[src/rtl/fetch_defs_pkg.sv]
// rtl/fetch_defs_pkg.sv - shared fetch constants and FSM state encoding
package fetch_defs;

  localparam logic [31:0] TEXT_BASE = 32'h0040_0000;
  localparam logic [31:0] NOP       = 32'h0000_0013;

  typedef enum logic {
    RUN  = 1'b0,
    HALT = 1'b1
  } fetch_state_t;

endpackage

[src/rtl/if_id_register.sv]
// rtl/if_id_register.sv - IF/ID pipeline register with flush-over-enable priority
module if_id_register #(
  parameter int                    DATA_WIDTH = 32,
  parameter logic [DATA_WIDTH-1:0] NOP        = 32'h0000_0013
) (
  input  logic                  clk,
  input  logic                  rst_n,
  input  logic                  i_flush,
  input  logic                  i_enable,
  input  logic [DATA_WIDTH-1:0] i_instruction,
  input  logic [31:0]           i_pc,
  input  logic [31:0]           i_pc_plus4,
  output logic [DATA_WIDTH-1:0] o_instruction,
  output logic [31:0]           o_pc,
  output logic [31:0]           o_pc_plus4,
  output logic                  o_valid
);

  logic [DATA_WIDTH-1:0] r_instruction;
  logic [31:0]           r_pc;
  logic [31:0]           r_pc_plus4;
  logic                  r_valid;

  // A flush inserts a full bubble: NOP with cleared PC fields.
  always_ff @(posedge clk or negedge rst_n) begin
    if (!rst_n) begin
      r_instruction <= NOP;
      r_pc          <= 32'd0;
      r_pc_plus4    <= 32'd0;
      r_valid       <= 1'b0;
    end else if (i_flush) begin
      r_instruction <= NOP;
      r_pc          <= 32'd0;
      r_pc_plus4    <= 32'd0;
      r_valid       <= 1'b0;
    end else if (i_enable) begin
      r_instruction <= i_instruction;
      r_pc          <= i_pc;
      r_pc_plus4    <= i_pc_plus4;
      r_valid       <= 1'b1;
    end
  end

  assign o_instruction = r_instruction;
  assign o_pc          = r_pc;
  assign o_pc_plus4    = r_pc_plus4;
  assign o_valid       = r_valid;

endmodule

[src/rtl/instruction_fetch_unit.sv]
// rtl/instruction_fetch_unit.sv - program counter, ROM addressing, fault FSM and IF/ID capture
module instruction_fetch_unit #(
  parameter logic [31:0]           TEXT_BASE    = fetch_defs::TEXT_BASE,
  parameter int                    MEMORY_DEPTH = 64,
  parameter int                    DATA_WIDTH   = 32,
  parameter logic [DATA_WIDTH-1:0] NOP          = fetch_defs::NOP
) (
  input  logic                            clk,
  input  logic                            reset,
  input  logic                            Stall_i,
  input  logic                            Redirect_i,
  input  logic [31:0]                     Redirect_Target_i,
  output logic [$clog2(MEMORY_DEPTH)-1:0] Rom_Address_o,
  input  logic [DATA_WIDTH-1:0]           Rom_Instruction_i,
  output logic [31:0]                     PC_o,
  output logic [DATA_WIDTH-1:0]           IF_ID_Instruction_o,
  output logic [31:0]                     IF_ID_PC_o,
  output logic [31:0]                     IF_ID_PC_Plus4_o,
  output logic                            IF_ID_Valid_o,
  output logic                            Fetch_Fault_o
);

  import fetch_defs::*;

  localparam int          AW        = $clog2(MEMORY_DEPTH);
  localparam logic [31:0] ROM_BYTES = 32'(4 * MEMORY_DEPTH);

  fetch_state_t r_state, w_state_next;
  logic [31:0]  r_pc, w_pc_next;
  logic [31:0]  w_offset;
  logic [31:0]  w_pc_plus4;
  logic         w_pc_bad;
  logic         w_flush;
  logic         w_enable;

  assign w_offset   = r_pc - TEXT_BASE;
  assign w_pc_plus4 = r_pc + 32'd4;
  // Wrap past 0xFFFFFFFC lands below TEXT_BASE and is caught here too.
  assign w_pc_bad   = (r_pc < TEXT_BASE) || (w_offset >= ROM_BYTES) || (r_pc[1:0] != 2'b00);

  assign Rom_Address_o = w_pc_bad ? '0 : w_offset[AW+1:2];

  always_ff @(posedge clk or negedge reset) begin
    if (!reset) begin
      r_state <= RUN;
      r_pc    <= TEXT_BASE;
    end else begin
      r_state <= w_state_next;
      r_pc    <= w_pc_next;
    end
  end

  always_comb begin
    w_state_next = r_state;
    w_pc_next    = r_pc;
    w_flush      = 1'b0;
    w_enable     = 1'b0;
    case (r_state)
      RUN: begin
        if (w_pc_bad) begin
          w_state_next = HALT;
          w_flush      = 1'b1;
        end else if (Redirect_i) begin
          w_pc_next = Redirect_Target_i;
          w_flush   = 1'b1;
        end else if (!Stall_i) begin
          w_pc_next = w_pc_plus4;
          w_enable  = 1'b1;
        end
      end
      HALT: begin
        w_state_next = HALT;
      end
      default: begin
        w_state_next = HALT;
      end
    endcase
  end

  if_id_register #(
    .DATA_WIDTH (DATA_WIDTH),
    .NOP        (NOP)
  ) u_if_id (
    .clk           (clk),
    .rst_n         (reset),
    .i_flush       (w_flush),
    .i_enable      (w_enable),
    .i_instruction (Rom_Instruction_i),
    .i_pc          (r_pc),
    .i_pc_plus4    (w_pc_plus4),
    .o_instruction (IF_ID_Instruction_o),
    .o_pc          (IF_ID_PC_o),
    .o_pc_plus4    (IF_ID_PC_Plus4_o),
    .o_valid       (IF_ID_Valid_o)
  );

  assign PC_o          = r_pc;
  assign Fetch_Fault_o = (r_state == HALT);

endmodule

[config.mk]
export PLATFORM = sky130hd
export DESIGN_NAME = instruction_fetch_unit
export DESIGN_NICKNAME = d
export VERILOG_FILES = /design/src/rtl/fetch_defs_pkg.sv /design/src/rtl/if_id_register.sv /design/src/rtl/instruction_fetch_unit.sv
export SDC_FILE = /design/constraint.sdc
export NUM_CORES = 1
export LEC_CHECK = 0
export CORE_MARGIN = 10
export CORE_UTILIZATION = 40
export CTS_BUF_LIST = sky130_fd_sc_hd__clkbuf_4
export CTS_CLUSTER_SIZE = 30
export DETAILED_ROUTE_END_ITERATION = 10
export PLACE_DENSITY = 0.76
export SETUP_SLACK_MARGIN = 0.02
export SLEW_MARGIN = 40
export SYNTH_ARGS = -nofsm -noshare
export SYNTH_HDL_FRONTEND = slang
export SYNTH_SLANG_ARGS = --single-unit
export TNS_END_PERCENT = 5
[constraint.sdc]
create_clock -name clk -period 5.55 [get_ports clk]
set_input_delay 1.665 -clock clk [delete_from_list [all_inputs] [get_ports clk]]
set_output_delay 1.665 -clock clk [all_outputs]
set_load 0.05 [all_outputs]
==> flow_summary.ini <==
[route]
ant_nets = 0
wl_per_cell_um = 19.65
vias = 3595
drt_iter0_drc = 304
route.detailed.drc = 0
finalWirelength_um = 13830
viasPerCell = 5.107
first_pass_iters = 4

[yosys]
synth_edf_count = 0
synth.top_cell.area_share_pct = 65.19
yosysUniqueCellTypes = 40
synth_ff_type = dfrtp_1
syn_inst = 348
synth_seq_cells = 128
synth_common_cells = dfrtp_1 (124), and2_1 (51), a22o_1 (42), a21o_1 (27), clkbuf_1 (10)
synth_warnings = 0
yosysSeqAreaShare_pct = 67.40
post-synth-top-count-cell = dfrtp_1
yosys.area.top_type = dfrtp_1
ys_async_sr_fraction_pct = 100.0
synth_area_sq_um = 4760
synth_area_per_cell_sq_um = 13.68
synthTopCellsByArea = dfrtp_1 (65%), a22o_1 (7.7%), and2_1 (6.7%)
syn-num-nets = 418

[clock_network]
root_buffer = clkbuf_4
htree_levels = 4
cts_sinks = 128
ctsHoldBuffers = 0
cts_max_path_buffers = 2
cts_resized = 0
post_cts_buffers = 0
insertion_delay_ns = 0.54
clkTransAtPathRegs_ns = 0.10
cts_tree = yes
cts_buffers = 17

[finish]
instances_no_fill = 704
areaGrowthSynthToFinish_pct = 50.58
drive_gt1_share_pct = 8.021
seqCellArea_sq_um = 3208
multiInputGateArea_sq_um = 1381
n_antenna_cell = 0
nets = 618
fillCellCount = 935

[sta]
final.min_clock_period_ns = 4.921
skew_ns = 0.01980
setup_viol = 0
relSlewSlack_pct = 55.31
worst_slack_ns = 0.6295
fin_setup_tns_ns = 0
tightest_slew_ns = 0.6703
rsz0062_at_grt = false
clock.fmax_mhz = 203.2
timing_hold_violations_final = 0
min_period_over_period_pct = 88.66
slew_violations = 0

[worst_setup_path]
end_kind = primary output
crit_type = reg -> out
start_kind = flip-flop
worstPathMaxFanout = 6
cp_data_arrival_time_ns = 3.26
critPathRequiredTime_ns = 3.88

[pwr]
power_density_nw_per_um2 = 241.9
ir_drop_mv = 0.2066
pwr-share-seq_pct = 55.3
swShare_pct = 25.26
p_sw_mw = 0.4379
clkPwrFrac_pct = 35.1
p_int_mw = 1.296
power_frac_comb_pct = 9.6
p_leak_nw = 3.385

[placement]
pre_cts_ws_ns = 1.184
place.gp.congestion = 0.7859
dp_hpwl_um = 10340
place_inst = 672
place.port_buffers = 203

[grt]
grtUsageTotal_pct = 16.73
grt-ovfl-total = 0
grt_max_degree = 78
grt_pass1_wl_um = 21640
antenna_found_initial = 0
grt_pass1_vias = 3811

[die]
num_io_pins = 204
rows = 39
dieArea_sq_um = 16660
fp.coreArea_sq_um = 11520
die_height_um = 129.1
initial_core_util_pct = 41.33
die_w_um = 129.1

[job]
maxCapViolations = 0

[outcome]
status = completed

[min_path]
hp-class = reg -> reg
[registers in the layout (all words and copies together) (netlist names)]
register	count
PC_o	32
u_if_id.o_instruction	32
u_if_id.o_pc_plus4	32
u_if_id.o_pc	30
Fetch_Fault_o	1
u_if_id.o_valid	1
[area by class of cell]
type                            instances  area share, %
Clock buffer                           20          2.095
Clock inverter                         12          1.659
Inverter                                9         0.4714
Multi-Input combinational cell        184          19.27
Sequential cell                       128          44.76
Tap cell                              143          2.497
Timing Repair Buffer                  208          29.24
[layer usage]
metal	GRT usage, %	share of wire, %
met3	8.605	11
met4	6.087	1.1
met1	19.29	40
met5	0	0
met2	26.30	47
[power groups by stage]
stage	clock network (mW)	registers (mW)	logic (mW)
final	0.609	0.958	0.167
after detailed placement	0	0.976	0.169
after global routing	0.673	0.961	0.179
after global placement	0	0.975	0.168
after CTS	0.635	0.958	0.170
after floorplan	0	1.01	0.0286
[through the flow]
stage	cell area [sq um]	total power [mW]	hold slack, ns	utilization [%]
finish	7167	1.734	0.4822	62.23
global route	7167	1.813	0.4928	62.23
CTS	7163	1.763	0.4880	62.20
detailed placement	6894	1.145	0.4664	59.87
global placement	6894	1.143	0.4495	59.87
floorplan	4760	1.042	0.5748	-
[cells by family after synthesis]
kind of cell | count (synthesis) | synth area share (%)
AO/OA/AOI/OAI | 93 | 16.06
XOR/XNOR | 5 | 0.9203
adder cells (fa/ha/maj) | 2 | 0.5257
buffers and inverters | 36 | 3.943
flip-flops | 128 | 67.40
AND/OR/NAND/NOR | 84 | 11.15
[final timing paths]
path                       slack (ns)  cells after the start                   endpoint      from
min in group asynchronous        1.10                      1           u_if_id.o_pc[26]     reset
max                              0.63                      5           Rom_Address_o[2]  PC_o[15]
min                              0.48                      1                   PC_o[22]  PC_o[22]
max reg2reg                      2.69                      5  u_if_id.o_instruction[12]  PC_o[15]
min reg2reg                      0.48                      1                   PC_o[22]  PC_o[22]
max in group asynchronous        3.63                      2   u_if_id.o_instruction[0]     reset
[worst max-delay path, cell delays in order (launching register included)]
cell and delay [ns]:
dfrtp_1 0.40, or4_1 0.61, or3_1 0.54, nor2_1 0.22
and2_1 0.15, clkdlybuf4s50_1 0.81
[cell usage in the layout (no fill, tap or decap), drive strengths merged, types with 3 or more instances in the layout]
cell type      instances
clkinv                 5
or4                    3
xor2                   3
a21oi                  3
nor4                   4
a22o                  42
a2bb2oi                5
nor3                   8
clkinvlp               5
inv                    9
nand3                  4
or3                    3
clkbuf                20
dfstp                  4
nor2                   3
and2                  51
dfrtp                124
nand2                  3
a21o                  27
o32a                   3
buf                    6
clkdlybuf4s50        202
Power figures use the tool's default switching activity.
